[config.mk]
export PLATFORM = sky130hd
export DESIGN_NAME = ps2_rx_deserialiser_flat
export DESIGN_NICKNAME = d
export VERILOG_FILES = /design/src/rtl/ps2_rx_deserialiser_if.sv /design/src/rtl/ps2_rx_deserialiser.sv /design/src/flat_wrapper.sv
export SDC_FILE = /design/constraint.sdc
export NUM_CORES = 1
export LEC_CHECK = 0
export BUFFER_PORTS_ARGS = -buffer_cell sky130_fd_sc_hd__buf_2
export CORE_MARGIN = 2
export CORE_UTILIZATION = 31
export DETAILED_ROUTE_END_ITERATION = 10
export GPL_ROUTABILITY_DRIVEN = 0
export PLACE_DENSITY = 0.47
export SYNTH_ARGS = -nofsm -noshare
export SYNTH_HDL_FRONTEND = slang
export SYNTH_SLANG_ARGS = --single-unit
[constraint.sdc]
create_clock -name CLK -period 2.11 [get_ports CLK]
set_input_delay 0.3165 -clock CLK [delete_from_list [all_inputs] [get_ports CLK]]
set_output_delay 0.3165 -clock CLK [all_outputs]
set_load 0.01 [all_outputs]
[src/rtl/ps2_rx_deserialiser_if.sv]
// ps2_rx_deserialiser_if
//  Bundles the PS/2 receive-side signals for ps2_rx_deserialiser.
//  slave  : the deserialiser (consumes the PS/2 lines, produces bytes).
//  master : the environment (transceiver front end plus mouse master SM).
//  Optional feature macro: PS2_RX_ERR_COUNT_EN adds the ERR_COUNT signal.
//
//  Handshake: BYTE_READY is a one-cycle valid strobe with no back-pressure
//  (there is no ready input). BYTE_READ and BYTE_ERROR_CODE change only in
//  the cycle BYTE_READY is high and then hold until the next strobe, so the
//  consumer may capture them in the strobe cycle or any later cycle.
//  STATE_DBG mirrors the receive FSM state for observation only.
interface ps2_rx_deserialiser_if;
    logic       CLK_MOUSE_IN;
    logic       DATA_MOUSE_IN;
    logic       READ_ENABLE;
    logic [7:0] BYTE_READ;
    logic [1:0] BYTE_ERROR_CODE;
    logic       BYTE_READY;
    logic [2:0] STATE_DBG;
`ifdef PS2_RX_ERR_COUNT_EN
    logic [7:0] ERR_COUNT;

    modport slave (
        input  CLK_MOUSE_IN,
        input  DATA_MOUSE_IN,
        input  READ_ENABLE,
        output BYTE_READ,
        output BYTE_ERROR_CODE,
        output BYTE_READY,
        output STATE_DBG,
        output ERR_COUNT
    );

    modport master (
        output CLK_MOUSE_IN,
        output DATA_MOUSE_IN,
        output READ_ENABLE,
        input  BYTE_READ,
        input  BYTE_ERROR_CODE,
        input  BYTE_READY,
        input  STATE_DBG,
        input  ERR_COUNT
    );
`else
    modport slave (
        input  CLK_MOUSE_IN,
        input  DATA_MOUSE_IN,
        input  READ_ENABLE,
        output BYTE_READ,
        output BYTE_ERROR_CODE,
        output BYTE_READY,
        output STATE_DBG
    );

    modport master (
        output CLK_MOUSE_IN,
        output DATA_MOUSE_IN,
        output READ_ENABLE,
        input  BYTE_READ,
        input  BYTE_ERROR_CODE,
        input  BYTE_READY,
        input  STATE_DBG
    );
`endif
endinterface

[src/rtl/ps2_rx_deserialiser.sv]
// ps2_rx_deserialiser
//  Receive-only PS/2 device-to-host frame deserialiser. Detects falling edges
//  of the (already filtered) PS/2 clock, shifts in start, 8 data bits (LSB
//  first), odd parity and stop, then strobes BYTE_READY for one cycle with
//  the byte and a 2-bit error code {stop error, parity error}.
//  A mid-frame stall longer than TIMEOUT_CYCLES-1 system clocks discards the
//  partial frame silently.
//  Optional feature macro: PS2_RX_ERR_COUNT_EN enables the saturating
//  ERR_COUNT error-frame counter (parity/stop errors and timeout aborts).
module ps2_rx_deserialiser #(
    parameter int TIMEOUT_CYCLES = 50000,
    parameter int TMO_W          = 16
) (
    input  logic                 CLK,
    input  logic                 RESET,
    ps2_rx_deserialiser_if.slave bus
);

    localparam logic [2:0] ST_IDLE   = 3'd0;
    localparam logic [2:0] ST_DATA   = 3'd1;
    localparam logic [2:0] ST_PARITY = 3'd2;
    localparam logic [2:0] ST_STOP   = 3'd3;
    localparam logic [2:0] ST_DONE   = 3'd4;

    localparam logic [TMO_W-1:0] TMO_LAST = TMO_W'(TIMEOUT_CYCLES - 1);

    // Registered state
    logic             clk_q,    clk_d;
    logic [2:0]       state_q,  state_d;
    logic [7:0]       shift_q,  shift_d;
    logic [2:0]       bitcnt_q, bitcnt_d;
    logic [TMO_W-1:0] tmo_q,    tmo_d;
    logic             perr_q,   perr_d;
    logic [7:0]       byte_q,   byte_d;
    logic [1:0]       code_q,   code_d;
    logic             ready_q,  ready_d;
`ifdef PS2_RX_ERR_COUNT_EN
    logic [7:0]       err_cnt_q, err_cnt_d;
`endif

    // Decoded helpers
    logic fall;
    logic in_frame;
    logic tmo_hit;

    // Edge detect, frame-active decode and stall detection
    always_comb begin
        clk_d    = bus.CLK_MOUSE_IN;
        fall     = clk_q & ~bus.CLK_MOUSE_IN;
        in_frame = (state_q == ST_DATA) || (state_q == ST_PARITY) ||
                   (state_q == ST_STOP);
        // A falling edge in the same cycle counts as progress, not a stall.
        tmo_hit  = in_frame && !fall && (tmo_q == TMO_LAST);
    end

    // Receive FSM: bit sampling, parity/stop checks, output load and abort
    always_comb begin
        state_d  = state_q;
        shift_d  = shift_q;
        bitcnt_d = bitcnt_q;
        perr_d   = perr_q;
        byte_d   = byte_q;
        code_d   = code_q;
        ready_d  = 1'b0;
        tmo_d    = '0;

        // Stall counter only runs while a frame is in flight.
        if (in_frame && !tmo_hit) begin
            tmo_d = fall ? '0 : tmo_q + 1'b1;
        end

        case (state_q)
            ST_IDLE: begin
                // READ_ENABLE only gates acceptance of a new start bit.
                if (fall && bus.READ_ENABLE && !bus.DATA_MOUSE_IN) begin
                    state_d  = ST_DATA;
                    bitcnt_d = 3'd0;
                end
            end
            ST_DATA: begin
                if (tmo_hit) begin
                    state_d = ST_IDLE;
                end else if (fall) begin
                    // LSB arrives first, so shift towards bit 0.
                    shift_d  = {bus.DATA_MOUSE_IN, shift_q[7:1]};
                    bitcnt_d = bitcnt_q + 3'd1;
                    if (bitcnt_q == 3'd7) begin
                        state_d = ST_PARITY;
                    end
                end
            end
            ST_PARITY: begin
                if (tmo_hit) begin
                    state_d = ST_IDLE;
                end else if (fall) begin
                    // Odd parity: data plus parity bit must hold an odd count of ones.
                    perr_d  = ~(^{shift_q, bus.DATA_MOUSE_IN});
                    state_d = ST_STOP;
                end
            end
            ST_STOP: begin
                if (tmo_hit) begin
                    state_d = ST_IDLE;
                end else if (fall) begin
                    // Load outputs now so they and the strobe appear together in DONE.
                    byte_d  = shift_q;
                    code_d  = {~bus.DATA_MOUSE_IN, perr_q};
                    ready_d = 1'b1;
                    state_d = ST_DONE;
                end
            end
            ST_DONE: begin
                // One-cycle strobe state; any edge seen here cannot be a valid start bit.
                state_d = ST_IDLE;
            end
            default: begin
                state_d = ST_IDLE;
            end
        endcase
    end

`ifdef PS2_RX_ERR_COUNT_EN
    // Saturating count of errored deliveries and timeout aborts
    always_comb begin
        err_cnt_d = err_cnt_q;
        if (((ready_d && (code_d != 2'b00)) || tmo_hit) && (err_cnt_q != 8'hFF)) begin
            err_cnt_d = err_cnt_q + 8'd1;
        end
    end

    // Error counter register
    always_ff @(posedge CLK or posedge RESET) begin
        if (RESET) begin
            err_cnt_q <= 8'h00;
        end else begin
            err_cnt_q <= err_cnt_d;
        end
    end

    assign bus.ERR_COUNT = err_cnt_q;
`endif

    // State and datapath registers; reset drops any partial frame
    always_ff @(posedge CLK or posedge RESET) begin
        if (RESET) begin
            clk_q    <= 1'b0;
            state_q  <= ST_IDLE;
            shift_q  <= 8'h00;
            bitcnt_q <= 3'd0;
            tmo_q    <= '0;
            perr_q   <= 1'b0;
            byte_q   <= 8'h00;
            code_q   <= 2'b00;
            ready_q  <= 1'b0;
        end else begin
            clk_q    <= clk_d;
            state_q  <= state_d;
            shift_q  <= shift_d;
            bitcnt_q <= bitcnt_d;
            tmo_q    <= tmo_d;
            perr_q   <= perr_d;
            byte_q   <= byte_d;
            code_q   <= code_d;
            ready_q  <= ready_d;
        end
    end

    assign bus.BYTE_READ       = byte_q;
    assign bus.BYTE_ERROR_CODE = code_q;
    assign bus.BYTE_READY      = ready_q;
    assign bus.STATE_DBG       = state_q;

endmodule

[src/flat_wrapper.sv]
// flat-port wrapper written by rule: the top's interface ports become plain ports
module ps2_rx_deserialiser_flat 
#(
    parameter int TIMEOUT_CYCLES = 50000,
    parameter int TMO_W          = 16
)
  (CLK, RESET, bus_CLK_MOUSE_IN, bus_DATA_MOUSE_IN, bus_READ_ENABLE, bus_BYTE_READ, bus_BYTE_ERROR_CODE, bus_BYTE_READY, bus_STATE_DBG);
  ps2_rx_deserialiser_if bus_i ();
  input  logic CLK;
  input  logic RESET;
  input wire logic [$bits(bus_i.CLK_MOUSE_IN)-1:0] bus_CLK_MOUSE_IN;
  input wire logic [$bits(bus_i.DATA_MOUSE_IN)-1:0] bus_DATA_MOUSE_IN;
  input wire logic [$bits(bus_i.READ_ENABLE)-1:0] bus_READ_ENABLE;
  output wire logic [$bits(bus_i.BYTE_READ)-1:0] bus_BYTE_READ;
  output wire logic [$bits(bus_i.BYTE_ERROR_CODE)-1:0] bus_BYTE_ERROR_CODE;
  output wire logic [$bits(bus_i.BYTE_READY)-1:0] bus_BYTE_READY;
  output wire logic [$bits(bus_i.STATE_DBG)-1:0] bus_STATE_DBG;
  assign bus_i.CLK_MOUSE_IN = bus_CLK_MOUSE_IN;
  assign bus_i.DATA_MOUSE_IN = bus_DATA_MOUSE_IN;
  assign bus_i.READ_ENABLE = bus_READ_ENABLE;
  assign bus_BYTE_READ = bus_i.BYTE_READ;
  assign bus_BYTE_ERROR_CODE = bus_i.BYTE_ERROR_CODE;
  assign bus_BYTE_READY = bus_i.BYTE_READY;
  assign bus_STATE_DBG = bus_i.STATE_DBG;
  ps2_rx_deserialiser #(.TIMEOUT_CYCLES(TIMEOUT_CYCLES), .TMO_W(TMO_W)) u_core (.CLK(CLK), .RESET(RESET), .bus(bus_i));
endmodule
==> run metrics, run 1 <==
area of the mapped netlist 0.00195 mm^2; Layout fillers 584; number of rows in the core area 28; worst clock skew 0.00622 ns; master of the slowest instance on the critical path and3_1; Vias/cell 4.77; post-synthesis average cell area 12.1 um^2; flip-flop and latch count after synthesis 43; Fmax achieved 549 MHz; final cycle utilization of the critical path 86.3%; switching power as a share of total power 28.9%; count of inserted antenna diode cells 0; chip width 83.4 um; Finish-stage setup viols 0; post-layout net count 193; Worst Slack Setup Final 0.288 ns; area growth from synthesis to layout 14.0%; worst supply voltage drop on vdd 0.360 mV; FF-to-FF End u_core.shift_q[4]; via count of the first global-routing pass 1313; Main synth FF type dfrtp_1; Sinks on Clock Net 43; sequential cell area fraction in the yosys report 55.1%; Final Hold Slack 0.157 ns; maximum level of the CTS H-tree 2; total of warnings raised by yosys 0; P per Cell Area 858 mW/mm^2; starting density of the core 32.6%; clock share of power 26.9%; TritonCTS clock tree done; fin area 0.00223 mm^2; global-route wire length before repair 6300 um; largest cells by area after synthesis dfrtp_1 55%, mux2_2 9.8%, xor2_1 4.9%, xnor2_1 4.0%, nor2_1 2.9%; Resize count post-CTS 0; met2 routing resource usage after global routing 18.3%; die footprint 0.00695 mm^2; crit-path max cell delay 0.48 ns; crit path capture type flip-flop; max_cap viols 0; Chip Height 83.4 um; Pint 1.36 mW; highest-utilization routing layer at the global route stage met2; Via Count 1245; area of combinational cells with multiple inputs 837 um^2; number of cells produced by synthesis 161; syn nets 169; io pins 19; Core Box Area 0.00599 mm^2; top fanout value on the critical path 9; combinational share of power 20.0%; Worst Reg2Reg Path Length in Cells 3; Synth top area share 55.1%; data arrival at the endpoint of the critical path 2.00 ns; half-perimeter wire length of the detailed placement result 2430 um; worst path cell trace nor3b_1 -> and3_1 -> mux2_2; overall fraction of global-route tracks in use 11.2%; distinct cell type count after synthesis 40; Clock Tree Buf Depth 2; count of hold-fix buffers inserted at cts 0; total power of the final layout 1.91 mW; most frequent cells after synthesis 43 x dfrtp_1, 17 x mux2_2, 15 x nor2_1, 11 x xor2_1; Net Sw Power 0.551 mW; Sequential Power Share 53.1%; setup slack of the most critical reg-to-reg path 0.29 ns; number of optimization iterations in the first detailed-route pass 4; number of setup buffers added after CTS 0; run status complete, no violations; routing usage on met1 14.2%; average routed wire per standard cell 13.3 um; met3 routing resource usage after global routing 3.38%; maximum number of pins on one net before global-route repair 44; number of buffer cells added on primary ports 18; path type of the worst setup path flip-flop to flip-flop; static power due to leakage 1.05 nW; clock latency on the worst-skew pair 0.29 ns; clock buffer count from CTS 5; grt ovf 0; post-CTS clock slew at the launch and capture registers of the worst setup and hold paths 0.09 ns; worst min-delay path class input port to async pin; critical path launch point type flip-flop; Post-Route Setup TNS 0 ns; endpoint required time on the critical path 2.29 ns; max-slew headroom at the worst pin 64.0%; final hold violation count 0; DP Worst Slack 0.268 ns; r2r startpoint u_core.bus.STATE_DBG[2]; area after detailed placement 0.00214 mm^2; FF+latch area 0.00108 mm^2; EDFF count, synth 0; Max Slew Vio Count 0; fraction of final layout cells sized beyond drive strength 1 29.6%; number of design rule violations left after detail routing 0; antenna violations before repair 0; cell with the most instances after synthesis dfrtp_1; total routed wirelength 3480 um; transition time of the tightest slew-check pin 0.541 ns; cell type with the highest aggregate area in the netlist dfrtp_1; master cell of the clock root buffer clkbuf_8; DRT iter0 DRCs 25; async set or reset register ratio after synthesis 100%; setup repair after global routing missed its margin false; Min Clock Period, post-route 1.82 ns; residual antenna-violating net count after detailed routing 0
==> state kept, by name (all words and copies together) (netlist names) <==
register                    count
u_core.bitcnt_q                 3
u_core.bus.BYTE_ERROR_CODE      2
u_core.bus.BYTE_READ            8
u_core.bus.BYTE_READY           1
u_core.bus.STATE_DBG            3
u_core.clk_q                    1
u_core.perr_q                   1
u_core.shift_q                  8
u_core.tmo_q                   16
==> worst max path at each step <==
stage                                               end  depth (start not counted)                    start
after floorplan           u_core.bus.BYTE_ERROR_CODE[0]                          4  u_core.bus.STATE_DBG[2]
after global placement                u_core.shift_q[1]                          4         bus_CLK_MOUSE_IN
after detailed placement              u_core.shift_q[4]                          4         bus_CLK_MOUSE_IN
after CTS                             u_core.shift_q[4]                          3  u_core.bus.STATE_DBG[2]
after global routing            u_core.bus.STATE_DBG[0]                          6          u_core.tmo_q[0]
final                                 u_core.shift_q[4]                          3  u_core.bus.STATE_DBG[2]
==> final cells by class <==
type                            instances  area share [%]
Sequential cell                        43            48.3
Multi-Input combinational cell        110            37.6
Timing Repair Buffer                   22            5.39
Tap cell                               75            4.21
Clock buffer                            5            3.09
Clock inverter                          3           0.899
Inverter                                3           0.506
==> power by group through the flow <==
stage | Clock (mW) | Combinational [mW] | Sequential [mW]
floorplan | 0 | 0.335 | 0.997
global placement | 0 | 0.383 | 1.03
detailed placement | 0 | 0.392 | 1.03
CTS | 0.540 | 0.392 | 1.01
global route | 0.588 | 0.440 | 1.03
finish | 0.514 | 0.383 | 1.01
==> critical path, delay by kind of cell, from the launching register on <==
kind,cells,cell delay (ns)
flops,1,0.42
mux,1,0.39
simple gates,2,0.91
==> cells in the final DEF (no fill, tap or decap), drive strengths merged, types with 3 or more instances in the layout <==
cell type	synthesis	layout
ha	3	3
nand2	10	10
and3	6	6
nor2	15	15
o21ai	6	6
dfrtp	43	43
xnor2	9	9
clkbuf	1	5
xor2	11	11
inv	3	3
buf	4	22
mux2	18	18
and2	4	4
nand4	5	5
==> metrics by stage <==
stage / instances / utilization, %
final: 261 / 37.2
after global routing: 261 / 37.2
after CTS: 261 / 37.2
after detailed placement: 253 / 35.7
after global placement: 253 / 35.7
after floorplan: 161 / -
==> layer usage <==
layer  vias to the layer above  routed length, um
met2                        14               1790
met5                         -                  0
li1                        607                  -
met3                         2                102
met4                         0                 23
met1                       622               1570
==> kinds of logic after synthesis <==
kind of cell / after synthesis / synth area share (%)
AOI/OAI and AO/OA: 13 / 4.36
xor gates and xnor gates: 20 / 8.97
adders and majority gates: 3 / 1.92
buffers and inverters: 8 / 2.05
DFF: 43 / 55.1
muxes: 19 / 10.9
and+or+nand+nor: 55 / 16.7
Power figures use the tool's default switching activity.
==> run 2, diff against run 1 <==
--- a/config.mk
+++ b/config.mk
@@ -7,10 +7,10 @@
 export LEC_CHECK = 0
 export BUFFER_PORTS_ARGS = -buffer_cell sky130_fd_sc_hd__buf_2
 export CORE_MARGIN = 2
-export CORE_UTILIZATION = 31
+export CORE_UTILIZATION = 56
 export DETAILED_ROUTE_END_ITERATION = 10
 export GPL_ROUTABILITY_DRIVEN = 0
-export PLACE_DENSITY = 0.47
+export PLACE_DENSITY = 0.76
 export SYNTH_ARGS = -nofsm -noshare
 export SYNTH_HDL_FRONTEND = slang
 export SYNTH_SLANG_ARGS = --single-unit
==> run 2 against run 1 <==
Net effect:
- global-route usage up 7.8 points
- cell count decreased by 11%
- combinational power rose by 1%
==> run metrics, run 2 (same netlist as run 1, synthesis figures left out) <==
r2r startpoint u_core.bus.STATE_DBG[2]; worst setup path endpoint u_core.bus.BYTE_READ[5]; worst path cell trace nor3b_1 -> and3_1 -> mux2_2; P per Cell Area 847 mW/mm^2; endpoint required time on the critical path 2.37 ns; transition time of the tightest slew-check pin 0.516 ns; via count of the first global-routing pass 1259; setup repair after global routing missed its margin false; Core Box Area 0.00334 mm^2; crit path capture type flip-flop; maximum number of pins on one net before global-route repair 44; Vias/cell 5.32; residual antenna-violating net count after detailed routing 0; Clock Tree Buf Depth 2; Resize count post-CTS 0; io pins 19; max-slew headroom at the worst pin 65.6%; data arrival at the endpoint of the critical path 2.15 ns; maximum level of the CTS H-tree 2; overall fraction of global-route tracks in use 19.0%; fraction of final layout cells sized beyond drive strength 1 29.2%; crit-path max cell delay 0.53 ns; post-layout net count 192; top fanout value on the critical path 11; max_cap viols 0; launching element of the worst setup path u_core.bus.STATE_DBG[2]; Worst Slack Setup Final 0.222 ns; path type of the worst setup path flip-flop to flip-flop; flip-flop count of the largest register, all copies and words added 16; TritonCTS clock tree done; number of cells in the finished layout apart from fillers 231; DP Worst Slack 0.217 ns; count of inserted antenna diode cells 0; count of hold-fix buffers inserted at cts 0; static power due to leakage 1.04 nW; Via Count 1230; commonest non-fill, non-tap cells in the layout 43 x dfrtp_1, 18 x buf_2, 17 x mux2_2; average routed wire per standard cell 13.6 um; Post-Route Setup TNS 0 ns; global-route wire length before repair 5780 um; final cycle utilization of the critical path 89.5%; Fmax achieved 530 MHz; chip width 63.1 um; final hold violation count 0; total power of the final layout 1.83 mW; Min Clock Period, post-route 1.89 ns; number of setup buffers added after CTS 0; total instance count after detailed placement 223; worst supply voltage drop on vdd 0.557 mV; Buffers & Inverters on Critical Path 0; worst min-delay path class input port to async pin; kind of cell with the highest combined delay on the critical path simple AND/OR/NAND/NOR gates; starting density of the core 58.5%; number of optimization iterations in the first detailed-route pass 4; half-perimeter wire length of the detailed placement result 2230 um; number of design rule violations left after detail routing 0; setup slack of the most critical reg-to-reg path 0.22 ns; worst clock skew 0.0129 ns; Final Hold Slack 0.0615 ns; master of the slowest instance on the critical path and3_1; grt ovf 0; antenna violations before repair 0; total routed wirelength 3150 um; run status complete, no violations; register bank with the most flops u_core.tmo_q; critical path launch point type flip-flop; FF-to-FF End u_core.bus.BYTE_READ[5]; Chip Height 63.1 um; post-CTS clock slew at the launch and capture registers of the worst setup and hold paths 0.13 ns; number of buffer cells added on primary ports 18; area growth from synthesis to layout 10.7%; clock latency on the worst-skew pair 0.36 ns; master cell of the clock root buffer clkbuf_4; Finish-stage setup viols 0; clock buffer count from CTS 5; number of rows in the core area 21; Worst Reg2Reg Path Length in Cells 3; die footprint 0.00398 mm^2; Max Slew Vio Count 0; commonest non-fill, non-tap cell in the layout dfrtp_1; WP depth 3; DRT iter0 DRCs 63; Sinks on Clock Net 43
==> run 2: cell types whose count changed in the layout (fill, tap and decap cells not counted) <==
cell | before | now
clkbuf_8 | 5 | 1
clkinvlp_4 | 2 | 1
buf_4 | 4 | 3
clkinv_4 | 0 | 1
clkinv_2 | 1 | 0
clkbuf_4 | 0 | 5
==> run 2: worst register-to-register path: cells and delay by family, from the launching register on <==
kind	cells	cell delay [ns]
AND/OR/NAND/NOR	2	0.95
flip-flops	1	0.44
multiplexers	1	0.40
==> run 2: worst min-delay path by stage <==
| stage | from | endpoint | slack [ns] | depth (start not counted) |
|---|---|---|---|---|
| 3_3_place_gp | u_core.tmo_q[0] | u_core.tmo_q[0] | 0.44 | 1 |
| 2_1_floorplan | bus_CLK_MOUSE_IN | u_core.clk_q | 0.35 | 0 |
| 3_5_place_dp | u_core.tmo_q[0] | u_core.tmo_q[0] | 0.45 | 1 |
| 5_1_grt | bus_CLK_MOUSE_IN | u_core.clk_q | 0.08 | 1 |
| 4_1_cts | RESET | u_core.bus.STATE_DBG[2] | 0.07 | 3 |
| 6_report | RESET | u_core.perr_q | 0.06 | 3 |
==> run 2: layout make-up <==
type / instances / area (um^2)
clock buffer: 6 / 51.3
clock inverter: 2 / 16.3
fill: 279 / 1170
inverter: 3 / 11.3
multi-input combinational: 110 / 837
sequential: 43 / 1080
tap: 46 / 57.6
timing repair buffer: 21 / 113
==> run 2: stage by stage <==
step	instance area (um^2)	util, %
final	2160	64.8
after detailed placement	2090	62.8
after CTS	2160	64.8
after floorplan	1950	-
after global routing	2160	64.8
after global placement	2090	62.8
==> run 2: routing by layer <==
layer  routed length [um]  share of wire [%]  vias up  GRT usage [%]
met2                 1580                 50       16           30.9
met1                 1380                 44      602           23.7
li1                     -                  -      603              -
met5                    0                  0        -              0
met3                  123                3.9        9           4.46
met4                   70                2.2        0           9.72
==> run 2: power by group <==
| part | total (mW) | internal (mW) | switching (mW) |
|---|---|---|---|
| Sequential | 1.01 | 0.915 | 0.0961 |
| Combinational | 0.387 | 0.214 | 0.173 |
| Clock | 0.434 | 0.164 | 0.270 |
